--- src/rtl/mmio_pkg.sv ---
// Shared register offsets, response record and byte-lane merge for the
// peripheral-window responder.
package mmio_pkg;

  localparam logic [7:0] OFF_LED      = 8'h00;
  localparam logic [7:0] OFF_SEG      = 8'h04;
  localparam logic [7:0] OFF_SW       = 8'h08;
  localparam logic [7:0] OFF_BTN      = 8'h0C;
  localparam logic [7:0] OFF_CYC_LO   = 8'h10;
  localparam logic [7:0] OFF_CYC_HI   = 8'h14;
  localparam logic [7:0] OFF_CMP_LO   = 8'h18;
  localparam logic [7:0] OFF_CMP_CTRL = 8'h1C;

  typedef struct packed {
    logic [31:0] rdata;
    logic        err;
  } rsp_t;

  function automatic logic [31:0] wstrb_merge(input logic [31:0] old_val,
                                              input logic [31:0] new_val,
                                              input logic [3:0]  strb);
    logic [31:0] res;
    res = old_val;
    for (int i = 0; i < 4; i++) begin
      if (strb[i]) res[8*i +: 8] = new_val[8*i +: 8];
    end
    return res;
  endfunction

endpackage

--- src/rtl/mmio_responder_input_sync_edge.sv ---
// Multi-flop synchronizer for asynchronous board inputs, plus a rising-edge
// pulse taken from the last synchronized stage.
module input_sync_edge #(
  parameter int WIDTH  = 1,
  parameter int STAGES = 2
) (
  input  logic             clk,
  input  logic             rst,
  input  logic [WIDTH-1:0] din,
  output logic [WIDTH-1:0] level,
  output logic [WIDTH-1:0] rise
);

  if (STAGES < 2 || STAGES > 3) begin : g_bad_stages
    $error("input_sync_edge: STAGES must be 2 or 3");
  end

  logic [STAGES-1:0][WIDTH-1:0] sync_q, sync_d;
  logic [WIDTH-1:0]             prev_q, prev_d;

  always_comb begin
    sync_d    = sync_q;
    sync_d[0] = din;
    for (int i = 1; i < STAGES; i++) sync_d[i] = sync_q[i-1];
    prev_d = sync_q[STAGES-1];
  end

  always_ff @(posedge clk) begin
    if (rst) begin
      sync_q <= '0;
      prev_q <= '0;
    end else begin
      sync_q <= sync_d;
      prev_q <= prev_d;
    end
  end

  assign level = sync_q[STAGES-1];
  assign rise  = sync_q[STAGES-1] & ~prev_q;

endmodule

--- src/rtl/mmio_responder.sv ---
// Data-bus responder for the peripheral window: LED/seven-segment outputs,
// switch and button inputs, a 64-bit cycle counter and a timer compare.
module mmio_responder
  import mmio_pkg::*;
#(
  parameter logic [31:0] BASE_ADDR   = 32'hFFFF_F000,
  parameter int          SYNC_STAGES = 2
) (
  input  logic        clk,
  input  logic        rst,
  input  logic        req_valid,
  output logic        req_ready,
  input  logic        req_we,
  input  logic [3:0]  req_wstrb,
  input  logic [31:0] req_addr,
  input  logic [31:0] req_wdata,
  output logic        rsp_valid,
  input  logic        rsp_ready,
  output logic [31:0] rsp_rdata,
  output logic        rsp_err,
  input  logic [15:0] switch,
  input  logic [4:0]  button,
  output logic [15:0] led,
  output logic [31:0] seg_data,
  output logic        irq
);

  logic [15:0] sw_level, sw_rise_unused;
  logic [4:0]  btn_level_unused, btn_rise;

  input_sync_edge #(.WIDTH(16), .STAGES(SYNC_STAGES)) u_sw_sync (
    .clk(clk), .rst(rst), .din(switch), .level(sw_level), .rise(sw_rise_unused)
  );

  input_sync_edge #(.WIDTH(5), .STAGES(SYNC_STAGES)) u_btn_sync (
    .clk(clk), .rst(rst), .din(button), .level(btn_level_unused), .rise(btn_rise)
  );

  logic [15:0] led_q, led_d;
  logic [31:0] seg_q, seg_d;
  logic [4:0]  btn_cap_q, btn_cap_d;
  logic [63:0] cyc_q, cyc_d;
  logic [31:0] shadow_q, shadow_d;
  logic [31:0] cmp_q, cmp_d;
  logic        en_q, en_d;
  logic        pend_q, pend_d;
  logic        rsp_valid_q, rsp_valid_d;
  rsp_t        rsp_q, rsp_d;

  logic [7:0]  off;
  logic        mapped, addr_err, accept, wr_en, rd_en;
  logic [31:0] rd_data, merge_val;
  logic [4:0]  btn_clr;
  logic        pend_clr;

  assign req_ready = !rsp_valid_q || rsp_ready;

  always_comb begin
    off    = req_addr[7:0];
    accept = req_valid && req_ready;

    mapped  = 1'b1;
    rd_data = '0;
    case (off)
      OFF_LED:      rd_data = {16'h0, led_q};
      OFF_SEG:      rd_data = seg_q;
      OFF_SW:       rd_data = {16'h0, sw_level};
      OFF_BTN:      rd_data = {27'h0, btn_cap_q};
      OFF_CYC_LO:   rd_data = cyc_q[31:0];
      OFF_CYC_HI:   rd_data = shadow_q;
      OFF_CMP_LO:   rd_data = cmp_q;
      OFF_CMP_CTRL: rd_data = {30'h0, pend_q, en_q};
      default:      mapped  = 1'b0;
    endcase

    addr_err = (req_addr[31:8] != BASE_ADDR[31:8]) || (req_addr[1:0] != 2'b00) || !mapped;
    wr_en    = accept && req_we && !addr_err;
    rd_en    = accept && !req_we && !addr_err;
    // Merging against the read view keeps unwritten lanes of each register intact.
    merge_val = wstrb_merge(rd_data, req_wdata, req_wstrb);

    led_d    = led_q;
    seg_d    = seg_q;
    cmp_d    = cmp_q;
    en_d     = en_q;
    shadow_d = shadow_q;
    cyc_d    = cyc_q + 64'd1;
    btn_clr  = '0;
    pend_clr = 1'b0;

    if (wr_en) begin
      case (off)
        OFF_LED:    led_d = merge_val[15:0];
        OFF_SEG:    seg_d = merge_val;
        OFF_CMP_LO: cmp_d = merge_val;
        OFF_BTN:    if (req_wstrb[0]) btn_clr = req_wdata[4:0];
        OFF_CMP_CTRL: begin
          if (req_wstrb[0]) begin
            en_d     = req_wdata[0];
            pend_clr = req_wdata[1];
          end
        end
        default: ;
      endcase
    end

    if (rd_en && off == OFF_CYC_LO) shadow_d = cyc_q[63:32];

    // Set terms are OR'd in after the clear so a coincident event wins.
    btn_cap_d = (btn_cap_q & ~btn_clr) | btn_rise;
    pend_d    = (pend_q & ~pend_clr) | (en_q && (cyc_q[31:0] == cmp_q));

    rsp_valid_d = rsp_valid_q;
    rsp_d       = rsp_q;
    if (accept) begin
      rsp_valid_d = 1'b1;
      rsp_d.err   = addr_err;
      rsp_d.rdata = rd_en ? rd_data : 32'h0;
    end else if (rsp_ready) begin
      rsp_valid_d = 1'b0;
    end
  end

  always_ff @(posedge clk) begin
    if (rst) begin
      led_q       <= '0;
      seg_q       <= '0;
      btn_cap_q   <= '0;
      cyc_q       <= '0;
      shadow_q    <= '0;
      cmp_q       <= '0;
      en_q        <= 1'b0;
      pend_q      <= 1'b0;
      rsp_valid_q <= 1'b0;
      rsp_q       <= '0;
    end else begin
      led_q       <= led_d;
      seg_q       <= seg_d;
      btn_cap_q   <= btn_cap_d;
      cyc_q       <= cyc_d;
      shadow_q    <= shadow_d;
      cmp_q       <= cmp_d;
      en_q        <= en_d;
      pend_q      <= pend_d;
      rsp_valid_q <= rsp_valid_d;
      rsp_q       <= rsp_d;
    end
  end

  assign rsp_valid = rsp_valid_q;
  assign rsp_rdata = rsp_q.rdata;
  assign rsp_err   = rsp_q.err;
  assign led       = led_q;
  assign seg_data  = seg_q;
  assign irq       = pend_q && en_q;

endmodule

--- config.mk ---
export PLATFORM = sky130hd
export DESIGN_NAME = mmio_responder
export DESIGN_NICKNAME = d
export VERILOG_FILES = /design/src/rtl/mmio_pkg.sv /design/src/rtl/mmio_responder_input_sync_edge.sv /design/src/rtl/mmio_responder.sv
export SDC_FILE = /design/constraint.sdc
export NUM_CORES = 1
export LEC_CHECK = 0
export CORE_MARGIN = 2
export CORE_UTILIZATION = 55
export DETAILED_ROUTE_END_ITERATION = 16
export DONT_BUFFER_PORTS = 1
export GPL_ROUTABILITY_DRIVEN = 0
export PLACE_DENSITY = 0.7
export SLEW_MARGIN = 20
export SYNTH_ARGS = -nofsm -noshare
export SYNTH_HDL_FRONTEND = slang
export SYNTH_SLANG_ARGS = --single-unit
--- constraint.sdc ---
create_clock -name clk -period 6.1 [get_ports clk]
set_input_delay 0.915 -clock clk [delete_from_list [all_inputs] [get_ports clk]]
set_output_delay 0.915 -clock clk [all_outputs]
set_load 0.005 [all_outputs]
After elaboration in Yosys (flattened, before gate mapping)
Index checks and enable logic that the tools add are counted.

Register bits: 264. Input bits: 94. Output and inout port bits: 84.

Add/sub/neg operators: 1. Eq/ne operators: 9. Multiplexer cells: 15. Bitwise operators: 8. Reductions and logical operators: 23.

Operators by type and width (count): one-hot mux 32 bit (8 select lines) (1); adder 64 x 1 -> 64 bit, second input constant (1); equality test 32 bit (1); equality test 8 x 5 -> 1 bit, second input constant (4); two-way mux 32 bit (1); two-way mux 8 bit (4); inequality test 24 bit, second input constant (1); equality test 8 x 4 -> 1 bit, second input constant (2); two-way mux 5 bit (3); bitwise AND 5 bit (2); NOT 5 bit (2); equality test 8 x 3 -> 1 bit, second input constant (1); logical AND 1 bit (8); zero test 8 bit (1); OR reduction 8 bit (1); two-way mux 1 bit (6); AND reduction 2 bit (3); OR 5 bit (1); zero test 1 bit (4); nonzero test 2 bit (2); logical OR 1 bit (3); AND reduction 3 bit (1); bitwise AND 1 bit (1); NOT 1 bit (1); OR 1 bit (1).

Depth between registers and ports, before layout
Gate-level depths: netlist of the first run.

Depth in word-level cells: 11. Depth in mapped cells: 9.

Cells and area by module
Synthesis of the first run repeated with hierarchy kept, for this count alone.

Cell total of the unflattened synthesis: 1395. Area total of the unflattened synthesis: 12379.4 um^2.

Modules (own cells, without submodules): mmio_responder (instances 1, cells an instance 1242, area an instance 10510.1 um^2, seq. area each 4344.2 um^2); input_sync_edge at u_sw_sync (instances 1, cells an instance 117, area an instance 1405.1 um^2, seq. area each 960.9 um^2); input_sync_edge at u_btn_sync (instances 1, cells an instance 36, area an instance 464.2 um^2, seq. area each 300.3 um^2).

Worst setup path after synthesis of the first run
OpenSTA, ideal clock, no wires.

Kind: input port to flip-flop. Start: input port req_addr[5]. End: register seg_q[8] (netlist: seg_data[8]). Library setup time: 0.123 ns. Arrival: 2.869 ns. Slack: 3.108 ns. Cell stages on the path: 7. Buffers on the path: 2. Cell sequence: or3_4 -> or4_4 -> or4_1 -> buf_2 -> buf_6 -> mux2i_1 -> o31ai_1.

Word-level cells in the longest chain between the ends: 8. Elaborated cells between the ends (all ways): 17. Those cells by class: 7 x eq/ne; 3 x mux; 7 x reduce/logical.

RTL lines: start: declaration (RTL line mmio_responder.sv:15) `input logic [31:0] req_addr,`; equality test 8 x 5 -> 1 bit, or another cell as far along (RTL line mmio_responder.sv:64) `case (off)`; OR reduction 8 bit (no source line); two-way mux 1 bit (RTL line mmio_responder.sv:64); zero test 1 bit (RTL line mmio_responder.sv:76) `addr_err = (req_addr[31:8] != BASE_ADDR[31:8]) || (req_addr[1:0] != 2'b00) || !mapped;`; logical OR 1 bit (RTL line mmio_responder.sv:76); zero test 1 bit (RTL line mmio_responder.sv:77) `wr_en = accept && req_we && !addr_err;`; logical AND 1 bit (RTL line mmio_responder.sv:77); AND reduction 2 bit (no source line); end signal: assignment (RTL line mmio_responder.sv:138) `seg_q <= seg_d;`; end: declaration (RTL line mmio_responder.sv:40) `logic [31:0] seg_q, seg_d;`.

Parallel ways exist; a longest one is shown, timed or not. A chain may end at the register's enable or synchronous reset.

Worst setup path in the final report of the first run
Start: register cyc_q[10]. End: register cyc_q[63].

Word-level cells in the longest chain between the ends: 1.

RTL lines: start: declaration (RTL line mmio_responder.sv:42) `logic [63:0] cyc_q, cyc_d;`; start signal: assignment (RTL line mmio_responder.sv:140) `cyc_q <= cyc_d;`; adder 64 x 1 -> 64 bit (RTL line mmio_responder.sv:87) `cyc_d = cyc_q + 64'd1;`.

No other way between the ends.

==> results of run 1 <==
## layout make-up
| type | count | area (um2) | share of cell area [%] |
|---|---|---|---|
| sequential | 264 | 5290 | 39.8 |
| inverter | 17 | 63.8 | 0.480 |
| multi-input combinational | 1052 | 6430 | 48.4 |
| clock buffer | 38 | 800 | 6.01 |
| clock inverter | 14 | 235 | 1.77 |
| timing repair buffer | 17 | 128 | 0.960 |
| tap | 280 | 350 | 2.64 |
## final timing paths
path / to / slack [ns] / cells after the start
min: u_sw_sync.level[15] / 0.43 / 1
min reg2reg: u_sw_sync.level[15] / 0.43 / 1
max: cyc_q[63] / 2.65 / 5
max reg2reg: cyc_q[63] / 2.65 / 5
## worst max-delay path, cell delays in order (launching register included)
cell and delay [ns]:
dfxtp_1 0.52, nand4_1 0.27, nor4_2 0.78, nand4_1 0.89, or4_1 0.74, a21oi_1 0.15
## state kept, by name (all words and copies together), names as in the netlist, 16 cells and up
name	cells
cyc_q	64
u_sw_sync.level	16
led	16
u_sw_sync.sync_d	16
seg_data	32
cmp_q	32
shadow_q	32
rsp_rdata	32
## placed cells by master (no fill, tap or decap), types with 18 or more instances in the layout
master,count
nand4_1,46
nand3_1,87
nor2_1,69
o31ai_1,41
o21ai_0,59
clkbuf_16,29
xor2_1,47
o22ai_1,19
dfxtp_1,264
or3_1,23
nor2b_1,69
a21oi_1,119
nor4_1,19
and3_1,18
nand2_1,192
a22oi_1,24
mux2i_1,52
## through the flow
step | instances | power [uW] | cell area, um2 | util (%)
floorplan | 1443 | 1890 | 12200 | -
global placement | 1630 | 1890 | 12300 | 56.3
detailed placement | 1630 | 1890 | 12300 | 56.3
CTS | 1682 | 3760 | 13300 | 61.1
global route | 1682 | 3840 | 13300 | 61.1
finish | 1682 | 3750 | 13300 | 61.1
## metal layers
layer,vias up,share of wire [%]
li1,5113,-
met1,5238,42
met2,582,45
met3,90,9.9
met4,0,3.3
met5,-,0
## power groups by stage
stage | Clock, uW | Combinational (uW) | Sequential (uW)
3_5_place_dp | 0 | 103 | 1790
3_3_place_gp | 0 | 102 | 1790
4_1_cts | 1910 | 104 | 1750
6_report | 1890 | 106 | 1750
2_1_floorplan | 0 | 108 | 1780
5_1_grt | 1980 | 113 | 1750
## cell families (layout without fill, tap and decap cells)
logic type / count (synthesis) / count (layout) / share of synthesized area, %
AO/OA/AOI/OAI: 318 / 318 / 16.3
multiplexers: 64 / 64 / 5.66
AND/OR/NAND/NOR: 611 / 611 / 26.4
flip-flops: 264 / 264 / 43.4
buffers and inverters: 127 / 86 / 4.02
adder cells (fa/ha/maj): 1 / 1 / 0.103
XOR/XNOR: 58 / 58 / 4.17
==> key figures, run 1 <==
Place
  • Pre-CTS setup slack: 2.44 ns
  • HPWL Detailed: roughly 26000 um
  • # port buffers: 0

Job
  • Max cap viols: 0

Setup path
  • Setup crit end kind: flop
  • Worst path arrival time: slightly below 4 ns
  • Crit path kind: reg2reg
  • Setup crit start: cyc_q[10]
  • Nature of the critical path startpoint: flop
  • Required @ worst endpoint: ~6.6 ns
  • R2R Path Start: cyc_q[10]
  • Crit-path max FO: 20

Floorplan
  • CORE AREA: between 0.02 and 0.025 mm2
  • I/O Pins: around 180
  • Die Span Y: approximately 150 um
  • Die W: 153 um
  • Die ar.: approximately 0.023 mm2
  • # rows: 54
  • Starting Density: 56.0%

Synthesis
  • Syn Area/Cell: between 8 and 9 um2
  • Yosys cell types: 60
  • Biggest area consumer among synthesized cells: dfxtp_1
  • Count leader, synth: dfxtp_1
  • Top_reg_cell synth: dfxtp_1
  • Top-area cell type share of the netlist area: 43.4%
  • Syn Std Cell Area: approximately 0.012 mm2
  • Synth Net Count: approximately 1.5k
  • Seq cells post-synth: between 200 and 300
  • Post-synth EDFFs: 0
  • Post-synth top cells: dfxtp_1 (264), nand2_1 (192), a21oi_1 (119), clkbuf_1 (91), nand3_1 (87)
  • Synth top area cells: dfxtp_1 (43%), nand2_1 (5.9%), a21oi_1 (4.9%), mux2i_1 (4.3%), nand3_1 (3.6%)
  • YS warnings: 0
  • Post-Synthesis Cells: around 1.4k
  • Post-synth ARST share: 0%
  • Seq/Total Area, Yosys: a little over two fifths

Routing
  • TritonRoute pass-1 iters: 8
  • WL/cell: between 20 and 25 um
  • ANT nets after route: 0
  • Drt initial violations: about 1.5k
  • Via density per instance: around 6.6
  • Residual DRC count: 0
  • WL final: approximately 37000 um
  • Via count: 11.0k

GRT
  • Routing usage on met3: under 10%
  • Met2 usage: 48.0%
  • GRT Resource Usage Total: 30.6%
  • GRT Max-Usage Layer: met2
  • First-pass GRT wire length: ~58000 um
  • Vias in the first global route: 10.0k
  • Remaining Overflow, GRT: 0
  • Initial antenna violation count: 0
  • GR Util met1: a little over two fifths
  • Largest net degree at the start of global routing: 220

Cells and area
  • Area added between synthesis and finish: 9.09%
  • Share of layout cells above drive strength 1: roughly 8.0%
  • Number of diodes: 0
  • Nets: around 1.5k
  • Number of fill cells in the layout: between 1.5k and 2k

STA
  • Setup TNS: 0 ns
  • Final Skew: about 0.017 ns
  • RSZ-0062 raised after global routing: false
  • Worst setup margin: ~2.7 ns
  • Crit path time final: roughly 3.4 ns
  • Slew HR: about a fifth
  • Min Hold Slack: 0.429 ns
  • Final worst path period share: around 57%
  • Slew Viols, Final: 0
  • Max Fclk: 0.290 GHz
  • Slew @ Worst Pin: roughly 1.2 ns
  • Setup violations, final: 0
  • Fin. Hold Viols: 0

Hold path
  • Hold WC Path Type: reg2reg
  • Hold_sp: u_sw_sync.sync_d[31]

CTS
  • H-tree Lvls: 1
  • Clock transition at the registers of the reported paths: 0.06 ns
  • CTS tree: yes
  • CTS Buffer Depth: 3
  • Clock sinks: roughly 260
  • Worst-skew pair later-pin latency: ~0.55 ns
  • Inserted Clock Buffers: 28
  • Post_cts resized: 0
  • Post-CTS Hold Fix Bufs: 0
  • Clock root buffer: clkbuf_16
  • Setup bufs post-CTS: 0

Pwr
  • Pwr dens: between 200 and 300 mW/mm2
  • Total net switching power: 797 uW
  • Gate power share: about 2.8%
  • Maximum vdd drop: 235 uV
  • Seq pwr share: between 40% and 50%
  • P_int: between 2000 and 3000 uW
  • Clk pwr share: around half
  • Sw frac: 21.2%
  • Leakage power: ~0.0046 uW

Status
  • Status: finished, final reports clean
Note: power is estimated with default switching activity, not from simulation.
==> run 2, diff against run 1 <==
clock period = 3.5 ns   (was 6.1 ns; I/O delays follow)
==> key figures, run 2 (synthesis results as in run 1) <==
Status
  • Status: finished, final reports clean

Cells and area
  • Seq. cell area: 0.00529 mm2 (unchanged)
  • Number of fill cells in the layout: 1931 (+0.052%)
  • Max reg flops: 64 (unchanged)
  • Nets: 1496 (+1.4%)
  • Most frequent cells in the layout: dfxtp_1 (264), nand2_1 (192), a21oi_1 (119)
  • Share of layout cells above drive strength 1: 9.07% (+1.1 points)
  • Most common cell after layout, fill and taps aside: dfxtp_1
  • Final Instance Count excl. Fillers: 1703 (+1.2%)
  • Area of the multi-input gates: 0.00643 mm2 (about the same)
  • Area added between synthesis and finish: 10.2%
  • Number of diodes: 0 (unchanged)
  • Most flop-heavy register: cyc_q

STA
  • Final worst path period share: 74.7% (+18 points)
  • Crit path time final: 2.61 ns (-0.834 ns)
  • Slew HR: 34.7% (+16 points)
  • Max Fclk: 0.383 GHz (+32%)
  • Fin. Hold Viols: 0 (unchanged)
  • Setup TNS: 0 ns (unchanged)
  • Slew Viols, Final: 0 (unchanged)
  • Final Skew: 0.0164 ns (-0.000283 ns)
  • Slew @ Worst Pin: 0.971 ns (-0.212 ns)
  • Worst setup margin: 0.886 ns (-1.77 ns)
  • RSZ-0062 raised after global routing: false
  • Setup violations, final: 0 (unchanged)
  • Min Hold Slack: 0.102 ns (-0.327 ns)

Routing
  • Drt initial violations: 1251 (-15%)
  • Via count: 11.1k (+1.1%)
  • WL final: 37400 um (about the same)
  • Via density per instance: 6.55 (-0.12%)
  • ANT nets after route: 0 (unchanged)
  • Residual DRC count: 0 (unchanged)
  • WL/cell: 21.9 um (-1.3%)
  • TritonRoute pass-1 iters: 6 (-2)

Floorplan
  • # rows: 54 (unchanged)
  • I/O Pins: 178 (unchanged)
  • CORE AREA: 0.0218 mm2 (unchanged)
  • Die W: 153 um (unchanged)
  • Starting Density: 56.0% (unchanged)
  • Die Span Y: 153 um (unchanged)
  • Die ar.: 0.0234 mm2 (unchanged)

Hold path
  • Hold WC Path Type: in2reg

Setup path
  • Required @ worst endpoint: 3.97 ns (-2.58 ns)
  • Worst Path Buf+Inv: 1 (+1)
  • Worst path top cell family by delay: simple AND/OR/NAND/NOR gates
  • Crit path kind: reg2reg
  • Crit-path max FO: 12 (-40%)
  • CP Cell Sequence: nand4_1 > nor3_1 > nand3_1 > buf_4 > or3_1 > a21oi_1
  • Slowest cell delay on critical path: 0.64 ns (-0.25 ns)
  • Nature of the critical path startpoint: flop
  • Worst path arrival time: 3.08 ns (-0.82 ns)
  • Crit path max-delay cell type: nor3_1
  • Setup crit end kind: flop

Place
  • HPWL Detailed: 26600 um (+1.6%)
  • Dpl cells: 1650 (+1.2%)
  • # port buffers: 0 (unchanged)
  • Pre-CTS setup slack: 0.621 ns (-1.82 ns)

CTS
  • Post-CTS Hold Fix Bufs: 0 (unchanged)
  • CTS tree: yes
  • Worst-skew pair later-pin latency: 0.55 ns (about the same)
  • Inserted Clock Buffers: 29 (+3.6%)
  • Clock transition at the registers of the reported paths: 0.06 ns (about the same)
  • Clock sinks: 264 (unchanged)
  • Setup bufs post-CTS: 0 (unchanged)
  • CTS Buffer Depth: 3 (unchanged)
  • Clock root buffer: clkbuf_16
  • Post_cts resized: 0 (unchanged)
  • H-tree Lvls: 1 (unchanged)

GRT
  • Largest net degree at the start of global routing: 220 (unchanged)
  • Initial antenna violation count: 1 (+1)
  • Remaining Overflow, GRT: 0 (unchanged)
  • First-pass GRT wire length: 57700 um (+0.25%)
  • Vias in the first global route: 10.2k (+1.4%)
  • GRT Resource Usage Total: 30.8% (+0.16 points)

Job
  • Max cap viols: 0 (unchanged)

Pwr
  • Maximum vdd drop: 353 uV (+50%)
  • Pwr dens: 481 mW/mm2 (+70%)
  • Leakage power: 0.00466 uW (+2.0%)
  • Final Power: 6450 uW (+72%)
[run 2: final cells by class]
class,instances,area share [%]
clock inverters,13,1.50
repair buffers,37,2.16
inverters,17,0.475
flip-flops and latches,264,39.4
multi-input cells,1052,47.9
well taps,280,2.61
clock buffers,40,6.01
[run 2: routing by layer]
layer	vias up	global-route usage [%]	share of wire, %
met5	-	0	0.035
met3	103	6.80	10
met1	5244	42.5	42
met4	2	12.4	4.2
met2	656	47.0	44
li1	5142	-	-
[run 2: path summary, 6_finish.rpt]
check                                             to  slack [ns]  cells past startpoint                 start
worst max-delay path                       cyc_q[35]        0.89                      6             cyc_q[11]
worst min-delay path            u_sw_sync.sync_d[25]        0.10                      1                   rst
worst max register to register             cyc_q[35]        0.89                      6             cyc_q[11]
worst min register to register   u_sw_sync.level[12]        0.43                      1  u_sw_sync.sync_d[28]
[run 2: through the flow]
stage	cell area (um2)	utilization, %
after floorplan	12200	-
final	13400	61.7
after detailed placement	12400	57.1
after global routing	13400	61.7
after CTS	13400	61.7
after global placement	12400	57.1
[run 2: where the power goes]
part / switching, uW / internal, uW
logic: 115 / 71.7
clock network: 1240 / 1980
registers: 17.5 / 3040
[run 2: worst register-to-register path: cells and delay by family (launching register included)]
| family | cells | cell delay [ns] |
|---|---|---|
| and+or+nand+nor | 4 | 1.65 |
| DFF | 1 | 0.46 |
| AOI/OAI and AO/OA | 1 | 0.15 |
| buffers and inverters | 1 | 0.29 |
